$ cat src/rtl/m_icache_ctrl.sv
// m_icache_ctrl: instruction cache refill controller.
// Hits return in the same cycle; misses issue one memory read with timed retry, then fill and deliver.
module m_icache_ctrl #(
    parameter int MAX_WAIT = 15
) (
    input  logic        w_clk,
    input  logic        w_rst_n,
    input  logic [31:0] w_pc,
    input  logic        w_req,
    input  logic        w_flush,
    output logic [31:0] w_insn,
    output logic        w_vld,
    output logic        w_stall,
    output logic [31:0] w_c_adr,
    input  logic        w_c_hit,
    input  logic [31:0] w_c_dout,
    output logic [4:0]  w_c_wadr,
    output logic        w_c_we,
    output logic [57:0] w_c_wd,
    output logic        w_m_re,
    output logic [31:0] w_m_adr,
    input  logic [31:0] w_m_insn,
    input  logic        w_m_oe,
    output logic [15:0] r_hits,
    output logic [15:0] r_misses
);
    typedef enum logic [1:0] {IDLE, REQ, WAIT, FILL} t_state;

    t_state      r_state, w_nxt;
    logic [31:0] r_mpc, r_data;
    logic [7:0]  r_wcnt;
    logic        r_kill;
    logic        w_idle, w_fill, w_hit, w_miss, w_oe, w_tmo;

    always_comb begin
        w_idle   = r_state == IDLE;
        w_fill   = r_state == FILL;
        w_hit    = w_req & w_c_hit & ~w_flush;
        w_miss   = w_req & ~w_c_hit & ~w_flush;
        w_oe     = w_m_oe & (r_state == REQ || r_state == WAIT);
        w_tmo    = (r_state == WAIT) && (r_wcnt == 8'(MAX_WAIT - 1));
        w_nxt    = IDLE;
        case (r_state)
            IDLE:    w_nxt = w_miss ? REQ : IDLE;
            REQ:     w_nxt = w_oe ? FILL : WAIT;
            WAIT:    w_nxt = w_oe ? FILL : (w_tmo ? REQ : WAIT);
            default: w_nxt = IDLE;
        endcase
        // Gating with w_rst_n keeps the combinational hit/miss paths quiet while reset is held
        w_vld    = w_rst_n & (w_idle ? w_hit : w_fill & ~r_kill & ~w_flush);
        w_insn   = w_vld ? (w_idle ? w_c_dout : r_data) : 32'd0;
        w_stall  = w_rst_n & (w_idle ? w_miss : 1'b1);
        w_c_adr  = w_idle ? w_pc : r_mpc;
        w_c_we   = w_fill;
        w_c_wadr = r_mpc[6:2];
        w_c_wd   = {1'b1, r_mpc[31:7], r_data};
        w_m_re   = r_state == REQ;
        w_m_adr  = r_mpc;
    end

    always_ff @(posedge w_clk or negedge w_rst_n) begin
        if (!w_rst_n) begin
            r_state  <= IDLE;
            r_mpc    <= 32'd0;
            r_data   <= 32'd0;
            r_wcnt   <= 8'd0;
            r_kill   <= 1'b0;
            r_hits   <= 16'd0;
            r_misses <= 16'd0;
        end else begin
            r_state <= w_nxt;
            if (w_idle && w_miss) begin
                r_mpc    <= w_pc;
                r_misses <= r_misses + 16'd1;
            end
            if (w_idle && w_hit)
                r_hits <= r_hits + 16'd1;
            if (r_state == REQ)
                r_wcnt <= 8'd0;
            else if (r_state == WAIT)
                r_wcnt <= r_wcnt + 8'd1;
            if (w_oe)
                r_data <= w_m_insn;
            if (w_fill)
                r_kill <= 1'b0;
            else if (!w_idle && w_flush)
                r_kill <= 1'b1;
        end
    end
endmodule

$ cat config.mk
export PLATFORM = sky130hd
export DESIGN_NAME = m_icache_ctrl
export DESIGN_NICKNAME = d
export VERILOG_FILES = /design/src/rtl/m_icache_ctrl.sv
export SDC_FILE = /design/constraint.sdc
export NUM_CORES = 1
export LEC_CHECK = 0
export ABC_CLOCK_PERIOD_IN_PS = 4550
export CORE_ASPECT_RATIO = 0.5
export CORE_UTILIZATION = 43
export DETAILED_ROUTE_END_ITERATION = 8
export PLACE_DENSITY_LB_ADDON = 0.25
export SYNTH_ARGS = -nofsm -noshare
export SYNTH_HDL_FRONTEND = slang
export SYNTH_SLANG_ARGS = --single-unit
$ cat constraint.sdc
create_clock -name w_clk -period 4.55 [get_ports w_clk]
set_input_delay 0.91 -clock w_clk [delete_from_list [all_inputs] [get_ports w_clk]]
set_output_delay 0.91 -clock w_clk [all_outputs]
set_load 0.05 [all_outputs]
==> results.tsv <==
stage	metric	value	unit
setup_path	CP Capture Type	output port	
global_routing	largest net degree at the start of global routing	62	
placement	Port Buffers	295	
setup_path	CP Launch Type	input pin	
setup_path	Largest stage delay, worst path	800	ps
layout	ANT cells	0	
synth	area leader, netlist	dfrtp_1	
sta	Max Clock Skew	6.476	ps
synth	Synthesis Warnings	0	
clock_network	Num CTS Buffers	9	
synth	syn_area_per_cell	12.01	um2
power	Leakage Power	3.713	nW
setup_path	worst setup path category	in -> out	
layout	layout cells sized above 1	0.2193	
clock_network	worst-skew pair later-pin latency	340	ps
setup_path	Worst Path Buf+Inv	2	
synth	post-synth cell types	37	
clock_network	CTS tree	built	
synth	Post-Syn Nets	570	
global_routing	Total Routing Usage GR	0.2106	
clock_network	clock slew seen by the registers of the worst setup and hold paths	70	ps
min_path	hold path cells	1	
sta	Setup TNS Final	0	ps
sta	post-layout minimum cycle time	3594	ps
floorplan	die area	13340	um2
placement	hpwl dp	10970	um
min_path	worst min path class	reg -> reg	
clock_network	cts repair resizes	0	
layout	Syn-to-layout area delta	55.15	%
power	Net Sw Frac	0.5245	
floorplan	Starting Density	0.4546	
floorplan	io pins	297	
floorplan	core region area	12160	um2
drt	routed len/inst	16.20	um
setup_path	CP Max Fanout	4	
synth	Mapped Cells	460	
setup_path	slowest CP cell	clkdlybuf4s50_1	
setup_path	RR Startpoint	r_state[0]	
setup_path	r2r endpoint	w_m_adr[18]	
synth	Seq cells post-synth	107	
setup_path	cell count of the worst reg-to-reg path	5	
sta	slew at the pin closest to its max-slew limit	771.4	ps
global_routing	total global routing overflow	0	
clock_network	hold_buf cts	0	
run_status	outcome	finished clean	
drt	final WL	14420	um
power	NetSw	0.003859	W
synth	Syn Std Cell Area	5527	um2
sta	Hold Fails Final Rpt	0	
sta	setup repair after global routing missed its margin	false	
power	Seq pwr share	0.226	
power	Power Density	858.0	nW/um2
sta	Slew headroom	0.4857	
synth	synth top area cells	dfrtp_1, mux2_2, mux2i_1	
drt	# DRC	0	
drt	DRT Pass-1 Iters	4	
synth	post-synth top area share	0.4845	
power	Max IR drop VDD	0.0006637	V
drt	post-route ant nets	0	
drt	Vias	4400	
flow_run	number of max-cap violations	0	
global_routing	vias in the first global route	4301	
clock_network	CTS H-tree depth	3	
power	Gate power share	0.675	
min_path	Worst Hold Launch	r_misses[15]	
setup_path	most used cell, CP	clkdlybuf4s50_1	
clock_network	post-CTS setup-driven buffer insertion count	0	
layout	fin util	0.7053	
clock_network	Longest Clk Path Bufs	2	
global_routing	initial antenna violation count	0	
power	clock share of power	0.099	
synth	asr flop ratio synth	1.000	
synth	post-synthesis sequential area ratio	0.4845	
setup_path	FF-to-FF setup slack	1920	ps
setup_path	crit-path cells	clkdlybuf4s50_1, nor3b_1, o21a_1, clkdlybuf4s50_1	
drt	vias per cell	4.944	
drt	First DRT Iteration DRCs	170	
setup_path	worst path arrival time	2680	ps
sta	period utilization	0.7899	
setup_path	delay-heaviest family, CP	buffers and inverters	
placement	RePlAce Congestion	0.7499	
synth	Post-synth EDFFs	0	
floorplan	Die W	162.3	um
layout	nets@finish	830	
sta	max-slew violation count	0	
power	Pint	0.003498	W
setup_path	Crit. Startpoint	w_req	
floorplan	# rows	28	
layout	FILL cells	900	
global_routing	first-pass GRT wire length	21800	um
synth	ys flop type	dfrtp_1	
sta	fmax	278.2	MHz
min_path	Hold Path Sink	r_misses[15]	
sta	final setup fails	0	
setup_path	Worst EP required	3640	ps
floorplan	chip height	82.17	um
clock_network	Clock Sinks	107	
clock_network	Root Buffer	clkbuf_16	
## worst register-to-register path: stages (launching register included)
cell      delay [ps]
dfrtp_1          410
inv_1            170
ha_4             550
and4bb_2         550
buf_4            440
mux2_2           400
## per-layer routing
layer  vias to the layer above  global-route usage  wire [um]
met5                         -                   0          0
met4                         0             0.03396         59
met3                         4             0.05095        777
met2                       145              0.4047       7816
met1                      2168              0.2450       5768
li1                       2083                   -          -
## registers in the layout, summed over array words and instances (netlist names)
name      cells
r_data       32
r_hits       16
r_kill        1
r_misses     16
r_state       2
r_wcnt        8
w_m_adr      32
## kinds of logic (layout without fill, tap and decap cells)
family	count (synthesis)	count (layout)	synth area share
other	1	1	0.0006785
xor gates and xnor gates	32	32	0.05071
buffers and inverters	60	325	0.07041
DFF	107	107	0.4845
AOI/OAI and AO/OA	19	19	0.02128
muxes	130	130	0.2572
and+or+nand+nor	103	103	0.09713
adders and majority gates	8	8	0.01811
## Yosys cell counts (7+ instances only)
master	n
nand2_1	19
buf_4	32
xnor2_1	26
ha_1	8
mux2i_1	34
inv_1	7
nor2_1	37
o21ai_0	7
nand4_1	8
nand3_1	14
dfrtp_1	107
buf_2	17
mux2_2	96
## area by class of cell
type	count	area [um2]	area share
repair buffers	301	2913	0.3397
clock buffers	9	225.2	0.02627
clock inverters	7	50.05	0.005837
flip-flops and latches	107	2678	0.3123
well taps	165	206.4	0.02408
multi-input cells	293	2472	0.2883
inverters	8	30.03	0.003502
## how the worst max path moves through the flow
stage,to,depth (start not counted)
after CTS,w_stall,4
after global placement,w_stall,4
after detailed placement,w_stall,4
after floorplan,w_insn[22],4
after global routing,w_insn[27],7
final,w_stall,4
## per-stage QoR
| stage | setup slack, ps | hold WS, ps | total power (W) | instance area (um2) | instances |
|---|---|---|---|---|---|
| after floorplan | 1420 | 463.5 | 0.005221 | 5527 | 460 |
| after global placement | 969.2 | 462.9 | 0.006619 | 8299 | 874 |
| after detailed placement | 952.7 | 473.0 | 0.006672 | 8299 | 874 |
| after CTS | 946.2 | 482.4 | 0.007425 | 8574 | 890 |
| after global routing | 828.2 | 502.9 | 0.007676 | 8574 | 890 |
| final | 956.1 | 480.4 | 0.007357 | 8574 | 890 |
## power by group through the flow
stage,combinational [W],sequential (W),clock (W)
2_1_floorplan,0.00248,0.00274,0
3_3_place_gp,0.00496,0.00166,0
3_5_place_dp,0.00499,0.00168,0
4_1_cts,0.00500,0.00167,0.000752
5_1_grt,0.00516,0.00173,0.000792
6_report,0.00496,0.00166,0.000730
## layout by cell type (no fill, tap or decap), types with 7 or more instances in the layout
cell type	synthesis	layout
clkdlybuf4s50_1	0	261
nand4_1	8	8
ha_1	8	7
inv_1	7	7
o21ai_0	7	7
xnor2_1	26	26
nor2_1	37	37
mux2i_1	34	34
nand2_1	19	19
mux2_2	96	96
buf_4	32	40
clkbuf_16	0	9
nand3_1	14	14
dfrtp_1	107	107
No activity file was read; power rests on OpenSTA's default activity.
